==> src/rtl/lfsr_seq_ctrl.sv <==
// Fibonacci LFSR sequencer: seeds, steps and streams bits under valid/ready.
// Optional LFSR_SEQ_ZERO_SEED_FIX_EN: substitute an all-zero seed instead of rejecting it.
module lfsr_seq_ctrl #(
    parameter int unsigned WIDTH = 8,
    parameter logic [31:0] TAPS  = 32'hB8,
    parameter int unsigned CNT_W = 16
) (
    input  logic             clk,
    input  logic             rst,
    input  logic             start,
    input  logic [WIDTH-1:0] seed,
    input  logic [CNT_W-1:0] nbits,
    output logic             bit_out,
    output logic             bit_valid,
    input  logic             bit_ready,
    output logic             busy,
    output logic             done,
    output logic             err,
    output logic [WIDTH-1:0] state_out
);

    typedef enum logic [1:0] {
        S_IDLE,
        S_RUN,
        S_DONE
    } state_t;

    localparam logic [WIDTH-1:0] TAP_MASK = TAPS[WIDTH-1:0];
    localparam logic [WIDTH-1:0] LFSR_RST = {{(WIDTH-1){1'b0}}, 1'b1};

    state_t           state_q, state_d;
    logic [WIDTH-1:0] lfsr_q, lfsr_d;
    logic [CNT_W-1:0] cnt_q, cnt_d;
    logic             err_q, err_d;

    logic             seed_zero;
    logic             fb;
    logic             last_bit;

    assign seed_zero = (seed == '0);
    assign fb        = ^(lfsr_q & TAP_MASK);
    assign last_bit  = (cnt_q == CNT_W'(1));

    always_comb begin
        state_d = state_q;
        lfsr_d  = lfsr_q;
        cnt_d   = cnt_q;
        err_d   = err_q;
        unique case (state_q)
            S_IDLE: begin
                if (start) begin
`ifdef LFSR_SEQ_ZERO_SEED_FIX_EN
                    lfsr_d  = seed_zero ? LFSR_RST : seed;
                    cnt_d   = nbits;
                    err_d   = 1'b0;
                    state_d = (nbits == '0) ? S_DONE : S_RUN;
`else
                    if (seed_zero) begin
                        // rejected: register keeps its previous value
                        err_d   = 1'b1;
                        state_d = S_DONE;
                    end else begin
                        lfsr_d  = seed;
                        cnt_d   = nbits;
                        err_d   = 1'b0;
                        state_d = (nbits == '0) ? S_DONE : S_RUN;
                    end
`endif
                end
            end
            S_RUN: begin
                if (bit_ready) begin
                    lfsr_d = {lfsr_q[WIDTH-2:0], fb};
                    if (cnt_q != '0) begin
                        cnt_d = cnt_q - CNT_W'(1);
                    end
                    if (last_bit || cnt_q == '0) begin
                        state_d = S_DONE;
                    end
                end
            end
            S_DONE: begin
                state_d = S_IDLE;
            end
            default: begin
                state_d = S_IDLE;
            end
        endcase
    end

    always_ff @(posedge clk) begin
        if (rst) begin
            state_q <= S_IDLE;
            lfsr_q  <= LFSR_RST;
            cnt_q   <= '0;
            err_q   <= 1'b0;
        end else begin
            state_q <= state_d;
            lfsr_q  <= lfsr_d;
            cnt_q   <= cnt_d;
            err_q   <= err_d;
        end
    end

    assign bit_valid = (state_q == S_RUN);
    assign busy      = (state_q == S_RUN);
    assign done      = (state_q == S_DONE);
    assign err       = err_q;
    assign bit_out   = lfsr_q[WIDTH-1];
    assign state_out = lfsr_q;

endmodule

==> config.mk <==
export PLATFORM = sky130hd
export DESIGN_NAME = lfsr_seq_ctrl
export DESIGN_NICKNAME = d
export VERILOG_FILES = /design/src/rtl/lfsr_seq_ctrl.sv
export SDC_FILE = /design/constraint.sdc
export NUM_CORES = 1
export LEC_CHECK = 0
export BUFFER_PORTS_ARGS = -buffer_cell sky130_fd_sc_hd__buf_2
export CORE_ASPECT_RATIO = 0.7
export CORE_MARGIN = 2
export CORE_UTILIZATION = 55
export DETAILED_ROUTE_END_ITERATION = 10
export PLACE_DENSITY = 0.82
export SYNTH_ARGS = -nofsm -noshare
export SYNTH_HDL_FRONTEND = slang
export SYNTH_SLANG_ARGS = --single-unit
export TNS_END_PERCENT = 30
==> constraint.sdc <==
create_clock -name clk -period 4.65 [get_ports clk]
set_input_delay 0.93 -clock clk [delete_from_list [all_inputs] [get_ports clk]]
set_output_delay 0.93 -clock clk [all_outputs]
set_load 0.005 [all_outputs]
==> impl_metrics.toml, run 1 <==
[logic_synthesis]
syn_area_um2 = 1670
synth_cell_types = 43
synth_seq_area_share = 0.324
synth_edf_count = 0
yosysTopAreaCell = "dfxtp_1"
synth_async_sr_flop_share = 0
synth.top_cell.area_share = 0.324
muxShareOfSynthArea = 0
synth_top_family_by_area = "simple AND/OR/NAND/NOR gates"
synth_compound_area_frac = 0.270
synth-simple-area-share = 0.309
synth_warnings = 0
postSynthRegisterBits = 27
synth_fp_nets = 253
netlist_top_cells_area = "dfxtp_1 (32%), nand2_1 (7.4%), a21oi_1 (7.2%)"
synth_fa_ha_area_frac = 0.0150
syn_inst = 223
synth.most_common_cell = "nand2_1"
synth-xor-area-share = 0.0158
synth.avg_cell_area_um2 = 7.47
synth_common_cells = "nand2_1 (33), dfxtp_1 (27), a21oi_1 (24), nor2_1 (24)"
synth_top_flop_cell = "dfxtp_1"

[place]
gp_congestion = 0.827
place_hpwl_um = 2990
placed_cell_area_um2 = 1830
pre_cts_ws_ps = 1830
portBuffers = 40

[die]
row_count = 16
start_util = 0.586
boundaryPins = 41
dieHeight_um = 50.1
core_um2 = 2840
die_w_um = 69.8
die_area_um2 = 3490

[min_path]
hold_path_class = "flop to flop"
hold_start = "err"

[layout]
final_nets = 283
fillers = 253
drive_gt1_frac = 0.210
syn_to_final_growth_pct = 12.7
diodes = 0
stdcell_area_um2 = 1880

[timing]
slew_headroom = 0.498
setup_ws_ps = 1810
worst_pin_slew_ps = 752
fmax_mhz = 352
fin_worst_skew_ps = 5.80
fin_setup_tns_ps = 0
timing.final.crit_share = 0.612
period_needed_ps = 2840
setup-violations-final = 0
hold_viol_final = 0
finalMaxSlewViolations = 0
rsz0062_at_grt = "no"

[power_and_ir_drop]
seq_power_share = 0.433
powerDensity_nw_per_um2 = 355
swShare = 0.373
p_switching_mw = 0.248
pwr-share-comb = 0.367
intPower_mw = 0.418
power_mw = 0.666
p_clk_frac = 0.200
p_leak_nw = 0.784
ir_drop_mv = 0.226

[grt]
grt_pass1_vias = 1467
top_usage_layer = "met2"
gr-total-overflow = 0
grt_util_met1 = 0.367
antenna_found_initial = 0
use_met2 = 0.370
grt_pass1_wl_um = 6990
gr-usage-all-layers = 0.245
grt_start_max_net_pins = 40
grt_util_met3 = 0.0450

[worst_setup_path]
cp-startpoint = "state_q[0]"
critPathArrivalTime_ps = 1910
required_ps = 3720
ff2ff_setup_slack_ps = 1970
max_stage_delay_ps = 600
cp_max_fo = 39
crit_path_end_kind = "output port"
path_cells = "nand2b_1, buf_4, inv_1, buf_2"
reg2reg_from = "state_q[1]"
crit_slowest_cell = "inv_1"
path_class = "flop to output port"
cp-start-kind = "flop"

[clock_network]
cts_sinks = 27
insertion_delay_ps = 270
clockRootBuffer = "clkbuf_8"
post_cts_buffers = 0
h-tree-depth = 1
clockBufferDepth = 2
numCtsBuffers = 3
cts_resized = 0
hold_buffers = 0
path_clk_slew_ps = 90
cts_tree = "built"

[detailed_routing]
wl_per_cell_um = 14.2
vias = 1694
wirelength_um = 4100
drtPass1Iterations = 4
drt.antenna.violating_nets = 0
drc = 0
first_iter_violations = 179
via_per_inst = 5.88

[status]
outcome = "completed"

[job]
drv_cap = 0
==> path summary, 6_finish.rpt <==
check             cells past startpoint        end
setup / recovery                      4  bit_valid
hold / removal                        2        err
setup reg to reg                      7   cnt_q[0]
hold reg to reg                       2        err
==> cells in the final DEF, fill, tap and decap left out, drive strengths merged, types with 2 or more instances in the layout <==
cell type  instances
ha                 2
nand4              2
nor2b              2
nand2b             4
nor4              10
nor3b              4
dfxtp             27
buf               41
o32ai              4
a31oi              3
or4                2
o21ai             12
a21o               7
inv                6
a21oi             24
clkbuf             3
nand3              7
or3                2
nor2              24
xnor2              2
a311oi             7
nor3               8
nand2             33
or2                2
==> cell type report <==
class | count | area (um^2) | area share
clock buffer | 3 | 41.3 | 0.0220
multi-input combinational | 174 | 1020 | 0.541
clock inverter | 1 | 5.00 | 0.00266
inverter | 6 | 22.5 | 0.0120
timing repair buffer | 41 | 208 | 0.111
sequential | 27 | 541 | 0.288
tap | 36 | 45.0 | 0.0240
==> stage by stage <==
step,instances,utilization,hold slack [ps]
3_3_place_gp,284,0.644,459
3_5_place_dp,284,0.644,474
5_1_grt,288,0.661,507
6_report,288,0.661,490
4_1_cts,288,0.661,492
2_1_floorplan,223,-,453
==> sequential cells by signal, summed over array words and instances, names as in the netlist <==
| signal | cells |
|---|---|
| state_out | 8 |
| state_q | 2 |
| err | 1 |
| cnt_q | 16 |
==> metal layers <==
metal	share of wire	wire (um)
met4	0.0017	7
met1	0.51	2080
met2	0.43	1770
met3	0.059	242
met5	0	0
==> worst max-delay path, delay by kind of cell (launching register included) <==
family,cells,cell delay [ps]
buffers and inverters,3,1090
AND/OR/NAND/NOR,1,80
flip-flops,1,460
==> cells by family (layout without fill, tap and decap cells) <==
logic type | Yosys count | count (layout)
DFF | 27 | 27
adders and majority gates | 2 | 2
and+or+nand+nor | 103 | 103
buffers and inverters | 22 | 51
AOI/OAI and AO/OA | 66 | 66
xor gates and xnor gates | 3 | 3
==> power by group through the flow <==
stage          Sequential (mW)  Clock, mW  Combinational, mW
6_report                 0.288      0.133              0.245
5_1_grt                  0.293      0.145              0.274
4_1_cts                  0.287      0.136              0.242
3_5_place_dp             0.293          0              0.241
3_3_place_gp             0.293          0              0.238
2_1_floorplan            0.287          0              0.192
No activity file was read; power rests on OpenSTA's default activity.
==> run 2, diff against run 1 <==
- ABC_AREA: unset -> 1
- PLACE_DENSITY: 0.82 -> 0.8
- clock period: 4.65 -> 2.9 ns (I/O delays scaled with it)
==> run 2 against run 1 <==
Against the previous run: core utilization shrank 3.1 points; sequential power is 76% higher; first-iteration DRC count down 25%; clock skew rose by 2.1 ps; wire length grew 13%; count of clock-buffer cells in the layout grew 1; largest cell class unchanged.
==> impl_metrics.toml, run 2 <==
[layout]
fillers = 353
final_common_cell = "nand2_1"
syn_to_final_growth_pct = 12.0
drive_gt1_frac = 0.241
largest_reg_flops = 16
diodes = 0
final_nets = 367
regMostFlops = "cnt_q"
final_cell_mix = "nand2_1 (77), nor2_1 (42), buf_2 (40)"

[clock_network]
cts_sinks = 27
cts_resized = 0
post_cts_buffers = 0
cts_tree = "built"
insertion_delay_ps = 280
hold_buffers = 0
clockRootBuffer = "clkbuf_8"
h-tree-depth = 1
clockBufferDepth = 2
path_clk_slew_ps = 100
numCtsBuffers = 3

[logic_synthesis]
muxShareOfSynthArea = 0
syn_inst = 303
synth_edf_count = 0
yosysTopAreaCell = "dfxtp_1"
synth_fp_nets = 333
synth.most_common_cell = "nand2_1"
synth_compound_area_frac = 0.148
synth_top_flop_cell = "dfxtp_1"
synth_cell_types = 30
synth-xor-area-share = 0.0314
synth_warnings = 0
synth_common_cells = "nand2_1 (77), nor2_1 (42), inv_1 (31)"
synth.top_cell.area_share = 0.277
netlist_top_cells_area = "dfxtp_1 (28%), nand2_1 (15%), nor2_1 (8.1%)"
postSynthRegisterBits = 27
synth_fa_ha_area_frac = 0.0128
synth_seq_area_share = 0.277
synth-simple-area-share = 0.425
synth_top_family_by_area = "simple AND/OR/NAND/NOR gates"
synth_async_sr_flop_share = 0
synth.avg_cell_area_um2 = 6.44
syn_area_um2 = 1950

[worst_setup_path]
reg2reg_from = "cnt_q[0]"
max_stage_delay_ps = 390
cp-start-kind = "flop"
path_class = "flop to output port"
ff2ff_setup_slack_ps = 990
crit_path_end_kind = "output port"
crit_slowest_cell = "inv_2"
cp-startpoint = "state_q[1]"
path_cells = "inv_1, nand2_2, inv_2, buf_2"
cp_max_fo = 31
critPathArrivalTime_ps = 1490
required_ps = 2320

[status]
outcome = "completed"

[detailed_routing]
via_per_inst = 5.16
drt.antenna.violating_nets = 0
vias = 1992
wl_per_cell_um = 12.0
drtPass1Iterations = 4
first_iter_violations = 135
drc = 0
wirelength_um = 4640

[power_and_ir_drop]
ir_drop_mv = 0.354
powerDensity_nw_per_um2 = 638
power_mw = 1.39
p_leak_nw = 1.04

[timing]
slew_headroom = 0.622
setup-violations-final = 0
period_needed_ps = 2070
finalMaxSlewViolations = 0
fmax_mhz = 483
rsz0062_at_grt = "no"
fin_setup_tns_ps = 0
fin_worst_skew_ps = 7.86
hold_viol_final = 0
timing.final.crit_share = 0.713
worst_pin_slew_ps = 567

[min_path]
hold_path_class = "flop to flop"
hold_start = "state_out[6]"

[grt]
grt_pass1_wl_um = 7610
grt_pass1_vias = 1620
antenna_found_initial = 0
gr-usage-all-layers = 0.249
gr-total-overflow = 0
grt_start_max_net_pins = 32

[place]
gp_congestion = 0.928
place_hpwl_um = 3470
portBuffers = 40

[die]
boundaryPins = 41
die_w_um = 75.2
row_count = 18
start_util = 0.562
die_area_um2 = 4050
dieHeight_um = 53.8
core_um2 = 3470

[job]
drv_cap = 0
[run 2: cell count changes after synthesis, sizes merged, moves of 4 or more]
cell | before | now
o32ai | 4 | 0
nor4 | 10 | 0
nor3 | 8 | 1
a21oi | 24 | 18
nand2b | 4 | 0
nor2 | 24 | 48
a21o | 7 | 0
inv | 6 | 32
o21ai | 12 | 23
clkbuf | 10 | 4
nor3b | 4 | 0
a311oi | 7 | 0
nand3 | 7 | 34
nand2 | 33 | 87
[run 2: cell type report]
type | instances | area, um^2 | area share
Clock buffer | 4 | 45.0 | 0.0206
Inverter | 33 | 125 | 0.0573
Multi-Input combinational cell | 231 | 1200 | 0.551
Sequential cell | 27 | 541 | 0.247
Tap cell | 50 | 62.6 | 0.0286
Timing Repair Buffer | 41 | 208 | 0.0951
[run 2: path summary, 6_finish.rpt]
path / end / cells after the start
setup / recovery: busy / 4
hold / removal: state_out[6] / 2
setup reg to reg: cnt_q[4] / 9
hold reg to reg: state_out[6] / 2
[run 2: through the flow]
stage / worst slack [ps] / utilization / std cells / cell area (um^2) / hold slack [ps]
6_report: 832 / 0.630 / 386 / 2180 / 478
5_1_grt: 723 / 0.630 / 386 / 2180 / 511
4_1_cts: 822 / 0.630 / 386 / 2180 / 480
3_5_place_dp: 890 / 0.617 / 382 / 2140 / 462
3_3_place_gp: 969 / 0.617 / 382 / 2140 / 456
2_1_floorplan: 1260 / - / 303 / 1950 / 450
[run 2: where the power goes]
group	internal, mW	switching, mW
Clock	0.0988	0.123
Sequential	0.437	0.0699
Combinational	0.242	0.423
[run 2: critical path: cells and delay by family, from the launching register on]
kind	cells	cell delay, ps
simple gates	1	80
flops	1	330
buf+inv	3	770
[run 2: routing by layer]
layer  global-route usage  up-vias  share of wire
met4               0.0585        0         0.0069
li1                     -     1036              -
met2                0.376       58           0.42
met3               0.0449        5          0.070
met5                    0        -              0
met1                0.367      893           0.50
[run 2: kinds of logic after synthesis]
| kind of cell | after synthesis |
|---|---|
| adders and majority gates | 2 |
| DFF | 27 |
| xor gates and xnor gates | 7 |
| and+or+nand+nor | 176 |
| AOI/OAI and AO/OA | 46 |
| buffers and inverters | 45 |
==> run 3, diff against run 2 <==
- ABC_AREA: 1 -> 0
- CORE_UTILIZATION: 55 -> 53
- PLACE_DENSITY: 0.8 -> 0.79
- clock period: 2.9 -> 2 ns (I/O delays scaled with it)
==> run 3 against run 2 <==
Against the previous run: clock skew is 3.1 ps lower; highest routed layer unchanged; largest power group unchanged; largest cell class unchanged; sequential power up 31%; via count fell by 8.2%.
==> impl_metrics.toml, run 3 (synthesis gave the netlist of run 1 again) <==
[status]
outcome = "completed"

[timing]
hold_viol_final = 0
fin_worst_skew_ps = 4.74
worst_pin_slew_ps = 577
setup-violations-final = 0
setup_ws_ps = 64.7
fmax_mhz = 517
rsz0062_at_grt = "yes"
finalMaxSlewViolations = 0
fin_setup_tns_ps = 0
timing.final.crit_share = 0.968
period_needed_ps = 1940
slew_headroom = 0.612

[layout]
final_common_cell = "buf_2"
regMostFlops = "cnt_q"
largest_reg_flops = 16
final_cell_mix = "buf_2 (40), nand2_1 (33), dfxtp_1 (25)"
stdcell_area_um2 = 2080
fin_util = 0.716
final_nets = 302
syn_to_final_growth_pct = 24.7
diodes = 0
drive_gt1_frac = 0.292

[place]
placed_cell_area_um2 = 1930
gp_congestion = 0.832
place_hpwl_um = 3370
pre_cts_ws_ps = 57.0
portBuffers = 40

[die]
start_util = 0.574
die_w_um = 71.0
row_count = 16
die_area_um2 = 3620
boundaryPins = 41
dieHeight_um = 50.9
core_um2 = 2900

[grt]
gr-usage-all-layers = 0.267
gr-total-overflow = 0
grt_start_max_net_pins = 27
antenna_found_initial = 0
grt_pass1_wl_um = 7580
grt_pass1_vias = 1591

[power_and_ir_drop]
powerDensity_nw_per_um2 = 821
p_leak_nw = 0.896
power_mw = 1.71
ir_drop_mv = 0.580

[detailed_routing]
via_per_inst = 5.96
drc = 0
wirelength_um = 4690
maxUsedRoutingLayer = "met4"
drt.antenna.violating_nets = 0
first_iter_violations = 236
wl_per_cell_um = 15.3
wl_met1_um = 2290
route.met3.wl_um = 376
vias = 1829
drtPass1Iterations = 5
wl_met2_um = 2000

[worst_setup_path]
path_delay_family = "simple AND/OR/NAND/NOR gates"
crit_path_end_kind = "flop"
required_ps = 2180
ff2ff_setup_slack_ps = 60
path_cells = "inv_2, ha_2, or3b_4, nor3_4, o2bb2ai_4, buf_6, o21ai_0, o211a_1"
rr_endpoint = "cnt_q[11]"
critPathArrivalTime_ps = 2110
reg2reg_from = "cnt_q[1]"
worst-path-stages = 8
crit_slowest_cell = "or3b_4"
reg2reg_depth = 8
crit_buf_inv = 2
max_stage_delay_ps = 410
cp-startpoint = "cnt_q[1]"
path_class = "flop to flop"
crit_end = "cnt_q[11]"
cp-start-kind = "flop"
cp_max_fo = 7

[clock_network]
insertion_delay_ps = 280
cts_tree = "built"
clockRootBuffer = "clkbuf_8"
hold_buffers = 0
h-tree-depth = 1
clockBufferDepth = 2
path_clk_slew_ps = 100
numCtsBuffers = 3
cts_sinks = 27

[job]
drv_cap = 0

[min_path]
hold_path_class = "primary input to flop"
==> run 3: cell count changes in the layout (fill, tap and decap cells not counted), sizes merged, moves of 11 or more <==
| cell | previous run | this run |
|---|---|---|
| buf | 41 | 59 |
| o21ai | 23 | 12 |
| nor2 | 48 | 24 |
| nand3 | 34 | 7 |
| nand2 | 87 | 33 |
| inv | 32 | 6 |
==> run 3: where the power goes <==
group / internal [mW] / switching [mW]
combinational: 0.330 / 0.391
sequential: 0.602 / 0.0641
clock: 0.140 / 0.180
==> run 3: routing by layer <==
layer | global-route usage | vias up
li1 | - | 907
met4 | 0.0786 | 0
met1 | 0.401 | 830
met3 | 0.0533 | 7
met2 | 0.382 | 85
met5 | 0 | -
==> run 3: final cells by class <==
cell class,count,area [um^2]
Clock buffer,3,41.3
Timing Repair Buffer,60,387
Inverter,6,22.5
Fill cell,218,825
Multi-Input combinational cell,174,1030
Sequential cell,27,543
Clock inverter,1,5.00
Tap cell,36,45.0
==> run 3: per-stage QoR <==
step / std cells / hold slack, ps
after global placement: 297 / 465
after detailed placement: 297 / 467
final: 307 / 391
after CTS: 301 / 382
after global routing: 307 / 386
after floorplan: 223 / 453
==> run 3: timing repair <==
| item | in CTS | in global routing |
|---|---|---|
| endpoints found under the hold margin | 0 | 0 |
| buffers inserted | 0 | 4 |
| setup endpoints to repair | 0 | 14 |
| resized for setup | 0 | 16 |
==> run 3: worst min-delay path: cells and delay by family <==
kind / cells / cell delay, ps
buffers and inverters: 1 / 100
AOI/OAI and AO/OA: 1 / 70
and+or+nand+nor: 1 / 50
==> run 3: worst min path at each step <==
| stage | start | endpoint | cells after the start |
|---|---|---|---|
| after CTS | seed[6] | state_out[6] | 3 |
| after global placement | err | err | 2 |
| final | seed[6] | state_out[6] | 3 |
| after global routing | seed[1] | state_out[1] | 3 |
| after floorplan | cnt_q[10] | cnt_q[10] | 2 |
| after detailed placement | err | err | 2 |
